[src/rtl/stg_xt_seq_if.sv]
// Handshake and payload bundle between XT decode, the micro-op sequencer and the ID latch.
// The master side is the XT decode logic; the slave side is the sequencer itself.
interface stg_xt_seq_if #(
    parameter int DATA_W  = 24,
    parameter int ADDR_W  = 24,
    parameter int MAX_SEQ = 8
);
    localparam int CNT_W = $clog2(MAX_SEQ + 1);

    logic                      iw_valid;
    logic                      ow_ready;
    logic [ADDR_W-1:0]         iw_pc;
    logic [CNT_W-1:0]          iw_len;
    logic [MAX_SEQ*DATA_W-1:0] iw_uops;
    logic                      iw_flush;
    logic                      iw_stall;
    logic                      ow_valid;
    logic [ADDR_W-1:0]         ow_pc;
    logic [DATA_W-1:0]         ow_instr;
    logic                      ow_first;
    logic                      ow_last;
    logic [CNT_W-1:0]          ow_idx;
    logic                      ow_ovf;

    modport master (
        output iw_valid, iw_pc, iw_len, iw_uops, iw_flush, iw_stall,
        input  ow_ready, ow_valid, ow_pc, ow_instr, ow_first, ow_last, ow_idx, ow_ovf
    );

    modport slave (
        input  iw_valid, iw_pc, iw_len, iw_uops, iw_flush, iw_stall,
        output ow_ready, ow_valid, ow_pc, ow_instr, ow_first, ow_last, ow_idx, ow_ovf
    );
endinterface

[src/rtl/stg_xt_seq.sv]
// XT-stage micro-op sequencer: takes one instruction plus its expansion list and
// emits the micro-ops one per cycle, holding off fetch while a sequence is in flight.
module stg_xt_seq #(
    parameter  int DATA_W  = 24,
    parameter  int ADDR_W  = 24,
    parameter  int MAX_SEQ = 8,
    localparam int CNT_W   = $clog2(MAX_SEQ + 1)
) (
    input  logic         iw_clk,
    input  logic         iw_rst_n,
    stg_xt_seq_if.slave  bus
);
    localparam int               IDX_W   = $clog2(MAX_SEQ);
    localparam logic [CNT_W-1:0] MAX_LEN = CNT_W'(MAX_SEQ);

    typedef enum logic {IDLE, SEQ} state_t;

    state_t              r_state, state_next;
    logic [CNT_W-1:0]    r_idx, idx_next;
    logic [CNT_W-1:0]    r_cnt, cnt_next;
    logic [ADDR_W-1:0]   r_pc_hold, pc_hold_next;
    logic [DATA_W-1:0]   r_list [0:MAX_SEQ-1];
    logic [DATA_W-1:0]   uop_slot [0:MAX_SEQ-1];
    logic                list_we;

    logic                r_valid, valid_next;
    logic [ADDR_W-1:0]   r_pc, pc_next;
    logic [DATA_W-1:0]   r_instr, instr_next;
    logic                r_first, first_next;
    logic                r_last, last_next;
    logic [CNT_W-1:0]    r_oidx, oidx_next;
    logic                r_ovf, ovf_next;

    logic                accept;
    logic                len_ovf;
    logic [CNT_W-1:0]    len_clamp;
    logic                seq_last;

    genvar gi;
    generate
        for (gi = 0; gi < MAX_SEQ; gi++) begin : g_slot
            assign uop_slot[gi] = bus.iw_uops[gi*DATA_W +: DATA_W];
        end
    endgenerate

    // Ready is combinational so fetch sees backpressure in the same cycle.
    assign bus.ow_ready = iw_rst_n & ~bus.iw_flush & ~bus.iw_stall & (r_state == IDLE);
    assign accept       = bus.iw_valid & bus.ow_ready;
    assign len_ovf      = bus.iw_len > MAX_LEN;
    assign len_clamp    = len_ovf ? MAX_LEN : bus.iw_len;
    assign seq_last     = (r_idx == (r_cnt - CNT_W'(1)));

    always_comb begin
        state_next   = r_state;
        idx_next     = r_idx;
        cnt_next     = r_cnt;
        pc_hold_next = r_pc_hold;
        list_we      = 1'b0;
        valid_next   = r_valid;
        pc_next      = r_pc;
        instr_next   = r_instr;
        first_next   = r_first;
        last_next    = r_last;
        oidx_next    = r_oidx;
        ovf_next     = r_ovf;

        if (bus.iw_flush) begin
            state_next = IDLE;
            idx_next   = '0;
            cnt_next   = '0;
            valid_next = 1'b0;
            pc_next    = '0;
            instr_next = '0;
            first_next = 1'b0;
            last_next  = 1'b0;
            oidx_next  = '0;
            ovf_next   = 1'b0;
        end else if (!bus.iw_stall) begin
            case (r_state)
                IDLE: begin
                    valid_next = 1'b0;
                    if (accept && (len_clamp != '0)) begin
                        valid_next = 1'b1;
                        pc_next    = bus.iw_pc;
                        instr_next = uop_slot[0];
                        first_next = 1'b1;
                        last_next  = (len_clamp == CNT_W'(1));
                        oidx_next  = '0;
                        ovf_next   = len_ovf;
                        if (len_clamp >= CNT_W'(2)) begin
                            list_we      = 1'b1;
                            pc_hold_next = bus.iw_pc;
                            cnt_next     = len_clamp;
                            idx_next     = CNT_W'(1);
                            state_next   = SEQ;
                        end
                    end
                end
                SEQ: begin
                    valid_next = 1'b1;
                    pc_next    = r_pc_hold;
                    instr_next = r_list[r_idx[IDX_W-1:0]];
                    first_next = 1'b0;
                    last_next  = seq_last;
                    oidx_next  = r_idx;
                    ovf_next   = 1'b0;
                    if (seq_last) begin
                        state_next = IDLE;
                        idx_next   = '0;
                    end else begin
                        idx_next   = r_idx + CNT_W'(1);
                    end
                end
                default: state_next = IDLE;
            endcase
        end
    end

    always_ff @(posedge iw_clk) begin
        if (!iw_rst_n) begin
            r_state   <= IDLE;
            r_idx     <= '0;
            r_cnt     <= '0;
            r_pc_hold <= '0;
            r_valid   <= 1'b0;
            r_pc      <= '0;
            r_instr   <= '0;
            r_first   <= 1'b0;
            r_last    <= 1'b0;
            r_oidx    <= '0;
            r_ovf     <= 1'b0;
        end else begin
            r_state   <= state_next;
            r_idx     <= idx_next;
            r_cnt     <= cnt_next;
            r_pc_hold <= pc_hold_next;
            r_valid   <= valid_next;
            r_pc      <= pc_next;
            r_instr   <= instr_next;
            r_first   <= first_next;
            r_last    <= last_next;
            r_oidx    <= oidx_next;
            r_ovf     <= ovf_next;
        end
    end

    // Expansion list storage carries no reset; its contents only matter once captured.
    always_ff @(posedge iw_clk) begin
        if (list_we) begin
            for (int k = 0; k < MAX_SEQ; k++) begin
                r_list[k] <= uop_slot[k];
            end
        end
    end

    assign bus.ow_valid = r_valid;
    assign bus.ow_pc    = r_pc;
    assign bus.ow_instr = r_instr;
    assign bus.ow_first = r_first;
    assign bus.ow_last  = r_last;
    assign bus.ow_idx   = r_oidx;
    assign bus.ow_ovf   = r_ovf;
endmodule

[src/flat_wrapper.sv]
// flat-port wrapper written by rule: the top's interface ports become plain ports
module stg_xt_seq_flat 
#(
    parameter  int DATA_W  = 24,
    parameter  int ADDR_W  = 24,
    parameter  int MAX_SEQ = 8,
    localparam int CNT_W   = $clog2(MAX_SEQ + 1)
)
  (iw_clk, iw_rst_n, bus_iw_valid, bus_iw_pc, bus_iw_len, bus_iw_uops, bus_iw_flush, bus_iw_stall, bus_ow_ready, bus_ow_valid, bus_ow_pc, bus_ow_instr, bus_ow_first, bus_ow_last, bus_ow_idx, bus_ow_ovf);
  stg_xt_seq_if #(.DATA_W(DATA_W), .ADDR_W(ADDR_W), .MAX_SEQ(MAX_SEQ)) bus_i ();
  input  logic iw_clk;
  input  logic iw_rst_n;
  input wire logic [$bits(bus_i.iw_valid)-1:0] bus_iw_valid;
  input wire logic [$bits(bus_i.iw_pc)-1:0] bus_iw_pc;
  input wire logic [$bits(bus_i.iw_len)-1:0] bus_iw_len;
  input wire logic [$bits(bus_i.iw_uops)-1:0] bus_iw_uops;
  input wire logic [$bits(bus_i.iw_flush)-1:0] bus_iw_flush;
  input wire logic [$bits(bus_i.iw_stall)-1:0] bus_iw_stall;
  output wire logic [$bits(bus_i.ow_ready)-1:0] bus_ow_ready;
  output wire logic [$bits(bus_i.ow_valid)-1:0] bus_ow_valid;
  output wire logic [$bits(bus_i.ow_pc)-1:0] bus_ow_pc;
  output wire logic [$bits(bus_i.ow_instr)-1:0] bus_ow_instr;
  output wire logic [$bits(bus_i.ow_first)-1:0] bus_ow_first;
  output wire logic [$bits(bus_i.ow_last)-1:0] bus_ow_last;
  output wire logic [$bits(bus_i.ow_idx)-1:0] bus_ow_idx;
  output wire logic [$bits(bus_i.ow_ovf)-1:0] bus_ow_ovf;
  assign bus_i.iw_valid = bus_iw_valid;
  assign bus_i.iw_pc = bus_iw_pc;
  assign bus_i.iw_len = bus_iw_len;
  assign bus_i.iw_uops = bus_iw_uops;
  assign bus_i.iw_flush = bus_iw_flush;
  assign bus_i.iw_stall = bus_iw_stall;
  assign bus_ow_ready = bus_i.ow_ready;
  assign bus_ow_valid = bus_i.ow_valid;
  assign bus_ow_pc = bus_i.ow_pc;
  assign bus_ow_instr = bus_i.ow_instr;
  assign bus_ow_first = bus_i.ow_first;
  assign bus_ow_last = bus_i.ow_last;
  assign bus_ow_idx = bus_i.ow_idx;
  assign bus_ow_ovf = bus_i.ow_ovf;
  stg_xt_seq #(.DATA_W(DATA_W), .ADDR_W(ADDR_W), .MAX_SEQ(MAX_SEQ)) u_core (.iw_clk(iw_clk), .iw_rst_n(iw_rst_n), .bus(bus_i));
endmodule
[config.mk]
export PLATFORM = sky130hd
export DESIGN_NAME = stg_xt_seq_flat
export DESIGN_NICKNAME = d
export VERILOG_FILES = /design/src/rtl/stg_xt_seq_if.sv /design/src/rtl/stg_xt_seq.sv /design/src/flat_wrapper.sv
export SDC_FILE = /design/constraint.sdc
export NUM_CORES = 1
export LEC_CHECK = 0
export BUFFER_PORTS_ARGS = -buffer_cell sky130_fd_sc_hd__buf_2
export CAP_MARGIN = 20
export CORE_MARGIN = 3
export CORE_UTILIZATION = 53
export DETAILED_ROUTE_END_ITERATION = 8
export GPL_TIMING_DRIVEN = 0
export PLACE_DENSITY = 0.91
export SETUP_SLACK_MARGIN = 0.05
export SYNTH_ARGS = -nofsm -noshare
export SYNTH_HDL_FRONTEND = slang
export SYNTH_SLANG_ARGS = --single-unit
[constraint.sdc]
create_clock -name iw_clk -period 3.7 [get_ports iw_clk]
set_clock_uncertainty 0.05 [all_clocks]
set_input_delay 0.37 -clock iw_clk [delete_from_list [all_inputs] [get_ports iw_clk]]
set_output_delay 0.37 -clock iw_clk [all_outputs]
set_load 0.005 [all_outputs]
# Yosys cells after proc, flatten, opt, wreduce, memory -nomap -nowiden
# Memory sizes are Yosys's and may differ from the RTL's. A register that Yosys moved wholly into a read port is not among the register bits.
# Cells that the tools add are included.
[totals]
regBits = 89
mem_bits_rw = 192
in_bits = 225
output_inout_bits = 57
wordCells = 65
mem_count = 1
[memory_table]
columns = ["name", "depth", "word_bits", "read_ports", "rd_ports_with_merged_regs", "wr", "line_no", "rtl"]
rows = [
  ["u_core.r_list", 8, 24, 1, 1, 8, "stg_xt_seq.sv:22", "logic [DATA_W-1:0] r_list [0:MAX_SEQ-1];"],
]
[op_classes]
addsub = 2
order_cmp = 2
eq_ne = 4
mux = 30
n_bitwise = 8
reduce_logical = 7
[op_table]
columns = ["op", "n"]
rows = [
  ["case mux 24 bit (2 select lines)", 2],
  ["two-way mux 24 bit", 2],
  ["two-way mux 4 bit", 5],
  ["case mux 4 bit (2 select lines)", 2],
  ["two-way mux 1 bit", 12],
  ["case mux 1 bit (2 select lines)", 5],
  ["two-way mux 3 bit", 2],
  ["AND reduction 5 bit", 1],
  ["adder 4 x 1 -> 4 bit, second input constant", 1],
  ["bitwise AND 1 bit", 4],
  ["equality test 4 x 1 -> 1 bit, second input constant", 1],
  ["equality test 4 bit", 1],
  [">= comparator 4 x 2 -> 1 bit, second input constant", 1],
  ["> comparator 4 bit, second input constant", 1],
  ["!= test 2 bit, second input constant", 2],
  ["NOT 1 bit", 4],
  ["AND reduction 4 bit", 1],
  ["nonzero test 4 bit", 1],
  ["subtractor 4 x 1 -> 4 bit, second input constant", 1],
  ["AND reduction 3 bit", 1],
  ["AND reduction 2 bit", 1],
  ["OR reduction 2 bit", 1],
  ["logical AND 1 bit", 1],
]

# Longest topological paths before layout
[logic_depth]
depth_word = 12
mapped_depth = 7
mapped_depth_nobuf = 6

# Worst setup path after synthesis
# Ideal clock, no wire load.
[synth_timing]
kind = "in2reg"
start = "input bus_iw_len[3]"
end = "memory u_core.r_list[0][0] (enable)"
setup_ns = 0.420
arrival_time_ns = 2.362
required_ns = 3.230
path_slack_ns = 0.868
cell_stages = 5
n_path_buf = 2
path_cell_list = "buf_2 -> or3_4 -> nand4_4 -> inv_2 -> buf_4"
[synth_rtl]
columns = ["item", "line_no", "rtl"]
rows = [
  ["start: declaration", "flat_wrapper.sv:15", "input wire logic [$bits(bus_i.iw_len)-1:0] bus_iw_len;"],
  ["end: declaration", "stg_xt_seq.sv:22", ""],
]

==> run metrics <==
DRT Pass-1 Iters=5; Period Utilization, post-route=roughly 72%; Max Clock Freq=approximately 380 MHz; global-route wire length before repair=57600 um; critical path capture point type=flip-flop; synthesized netlist cell count=roughly 800; CTS resizes=0; number of remaining DRC errors=0; y dimension of the die=153 um; synthesized cell area=approximately 12000 um^2; tightest slew margin relative to the limit=between 40% and 50%; pin count of the biggest net entering global routing=between 100 and 150; 1st-iter DRT viols=around 820; largest driver fanout on the critical path=approximately 130; top cells by area, synth=edfxtp_1 50%, dfxtp_1 16%, mux2i_1 7.5%, a211oi_2 4.4%, mux4_2 3.3%; area leader, netlist=edfxtp_1; count of final setup violators=0; max capacitance violation total=0; Hold Crit Start=bus_iw_pc[20]; critical path data required time=about 3.8 ns; kind of critical path=flip-flop to flip-flop; hold violation total from the final report=0; worst reg-to-reg setup slack=roughly 1.0 ns; number of global-route vias before repair=10100; fin crit period=between 2 and 3 ns; via density per instance=about 6.0; total half-perimeter wirelength after legalization and detailed placement=roughly 21000 um; post-route ant nets=0; antenna violations before repair=4; via total after detailed routing=between 9000 and 10000; number of nets in the synthesized netlist=between 1000 and 1500; RSZ-0062 raised after global routing=no; port bufs=280; hold buffers post-CTS=192; die boundary width=approximately 150 um; pwr dens=~430 nW/um^2; fraction of post-synthesis cell area in the top cell type by area=50.1%; Worst Hold Class=input port to flip-flop; Seq/Total Area, Yosys=approximately 66%; Crit Reg-Reg Startpoint=u_core.r_state$_SDFFE_PP0N_; Max H-tree Level=1; clock sinks=approximately 280; relative area change from synthesis to final layout=40.1%; critical path startpoint category=flip-flop; worst ir drop on vdd=0.421 mV; Critical Path AT=approximately 2.8 ns; CTS clk-pin slew, worst paths=roughly 0.060 ns; I/O pins=around 280; Hold Path Depth=3; row count=53; final core utilization=about three quarters; GRT Overall Usage=31.7%; fraction of synthesis flops using an asynchronous set or reset pin=0%; CTS buffer count=28; final estimated routing congestion in global placement=approximately 0.87; total grt overflow=0; routed wire length=38300 um; Final Total Pwr=approximately 6.9 mW; largest buffer count on any clock path=3; CTS tree=built; number of cells on the worst reg-to-reg path=6; average wire per standard cell=approximately 24 um; number of enable-type register cells in the synthesized netlist=approximately 190; area of the core region=roughly 21000 um^2; Slew Viols, Final=0; Synth Warn #=0; most frequent standard cell in the layout excluding fill and tap cells=buf_2; standby leakage power=a little under 6 nW; slew at the pin closest to its max-slew limit=0.831 ns; buffer count from post-CTS setup fixing=0; root buf cell=clkbuf_16; sink of the worst hold path=u_core.r_pc_hold[20]$_SDFFE_PN0P_; Die Outline Area=approximately 24000 um^2; register bit total from synthesis=approximately 280; Most used DFF post-synth=edfxtp_1; final-stage net count=roughly 1500; average cell area after synthesis=14.8 um^2; later-pin clock latency in the skew report=between 0.5 and 0.6 ns; post-synth cell types=55; Starting Density=between 50% and 60%; final-layout setup total negative slack=0 ns; share of layout cells above drive strength 1=around a third; status=finished, final reports clean; most used cells in the layout excluding fill and tap cells=299 x buf_2, 192 x dlygate4sd3_1, 192 x edfxtp_1; reg-to-reg endpoint=u_core.r_list[4][12]$_DFFE_PP_
## cells in the mapped netlist (2+ instances only)
cell and number:
a211oi_2 40, a21boi_0 6, a21boi_1 18, a21oi_1 70, a221o_1 7, a221oi_1 2, a22o_1 14, a22oi_1 18
a2bb2oi_1 17, a31oi_1 3, and2_1 2, buf_1 2, buf_2 19, buf_4 6, buf_6 7, clkbuf_1 18
dfxtp_1 92, edfxtp_1 192, ha_1 2, inv_1 5, inv_2 2, mux2i_1 86, mux4_2 17, nand2_1 59
nand3_1 5, nand3b_1 2, nor2_1 7, nor2_2 3, nor2b_1 4, nor3_1 11, nor4_1 2, o2111ai_1 2
o21ai_0 12, o311ai_0 3, xnor2_1 2, xor2_1 2
## routing by layer
| layer | vias up | part of all wire (%) | track usage, % |
|---|---|---|---|
| met5 | - | 0 | 0 |
| met4 | 0 | 6.3 | 18.4 |
| met3 | 175 | 8.3 | 5.52 |
| met2 | 683 | 50 | 54.5 |
| met1 | 4585 | 35 | 37.6 |
| li1 | 4043 | - | - |
## sequential cells by signal (all words and copies together) (netlist names), named ones only
signal / cells
u_core.bus.ow_ovf: 1
u_core.r_state: 1
u_core.bus.ow_idx: 4
u_core.r_cnt: 4
u_core.r_list: 192
u_core.bus.ow_instr: 24
u_core.r_pc_hold: 24
u_core.r_idx: 4
u_core.bus.ow_first: 1
u_core.bus.ow_pc: 24
u_core.bus.ow_valid: 1
u_core.bus.ow_last: 1
## how the worst max path moves through the flow
stage | to | startpoint | depth (start not counted)
5_1_grt | u_core.r_list[2][11]$_DFFE_PP_ | u_core.r_state$_SDFFE_PP0N_ | 6
2_1_floorplan | u_core.r_list[0][0]$_DFFE_PP_ | bus_iw_len[3] | 5
3_3_place_gp | u_core.r_list[3][8]$_DFFE_PP_ | bus_iw_stall | 5
3_5_place_dp | u_core.r_list[7][10]$_DFFE_PP_ | bus_iw_stall | 6
6_report | u_core.r_list[4][12]$_DFFE_PP_ | u_core.r_state$_SDFFE_PP0N_ | 6
4_1_cts | u_core.r_list[6][17]$_DFFE_PP_ | u_core.r_state$_SDFFE_PP0N_ | 6
## per-stage QoR
step                      worst slack [ns]  std cells  instance area [um^2]  hold slack (ns)
after detailed placement             0.997       1334                 13300            0.399
after CTS                             1.09       1578                 16100           0.0120
after global routing                 0.888       1582                 16100           0.0321
final                                 1.05       1582                 16100           0.0351
after floorplan                      0.868        778                 11500            0.385
after global placement               0.239       1333                 13200            0.390
## kinds of logic after synthesis
group | after synthesis | share of synthesized area (%)
AOI/OAI and AO/OA | 219 | 14.8
xor gates and xnor gates | 5 | 0.500
adders and majority gates | 2 | 0.218
buffers and inverters | 62 | 3.13
DFF | 284 | 66.1
muxes | 103 | 10.8
and+or+nand+nor | 103 | 4.35
## worst max-delay path, cell delays in order, from the launching register on
cell	delay (ns)
dfxtp_1	0.29
buf_2	0.15
nor2_1	0.22
nand4_4	0.23
inv_2	0.22
buf_8	0.47
buf_16	0.46
## power breakdown
part	total (mW)	switching, mW	internal [mW]
clock network	2.86	1.23	1.63
registers	3.51	0.0368	3.47
logic	0.553	0.256	0.297
total	6.93	1.52	5.40
## layout make-up
| cell class | count | area, um^2 |
|---|---|---|
| inverter | 7 | 26.3 |
| fill | 1248 | 5040 |
| multi-input combinational | 432 | 3530 |
| tap | 275 | 344 |
| clock inverter | 18 | 156 |
| antenna | 4 | 10.0 |
| timing repair buffer | 473 | 3350 |
| sequential | 284 | 7610 |
| clock buffer | 34 | 744 |
| buffer | 55 | 342 |
Note: power is estimated with default switching activity, not from simulation.
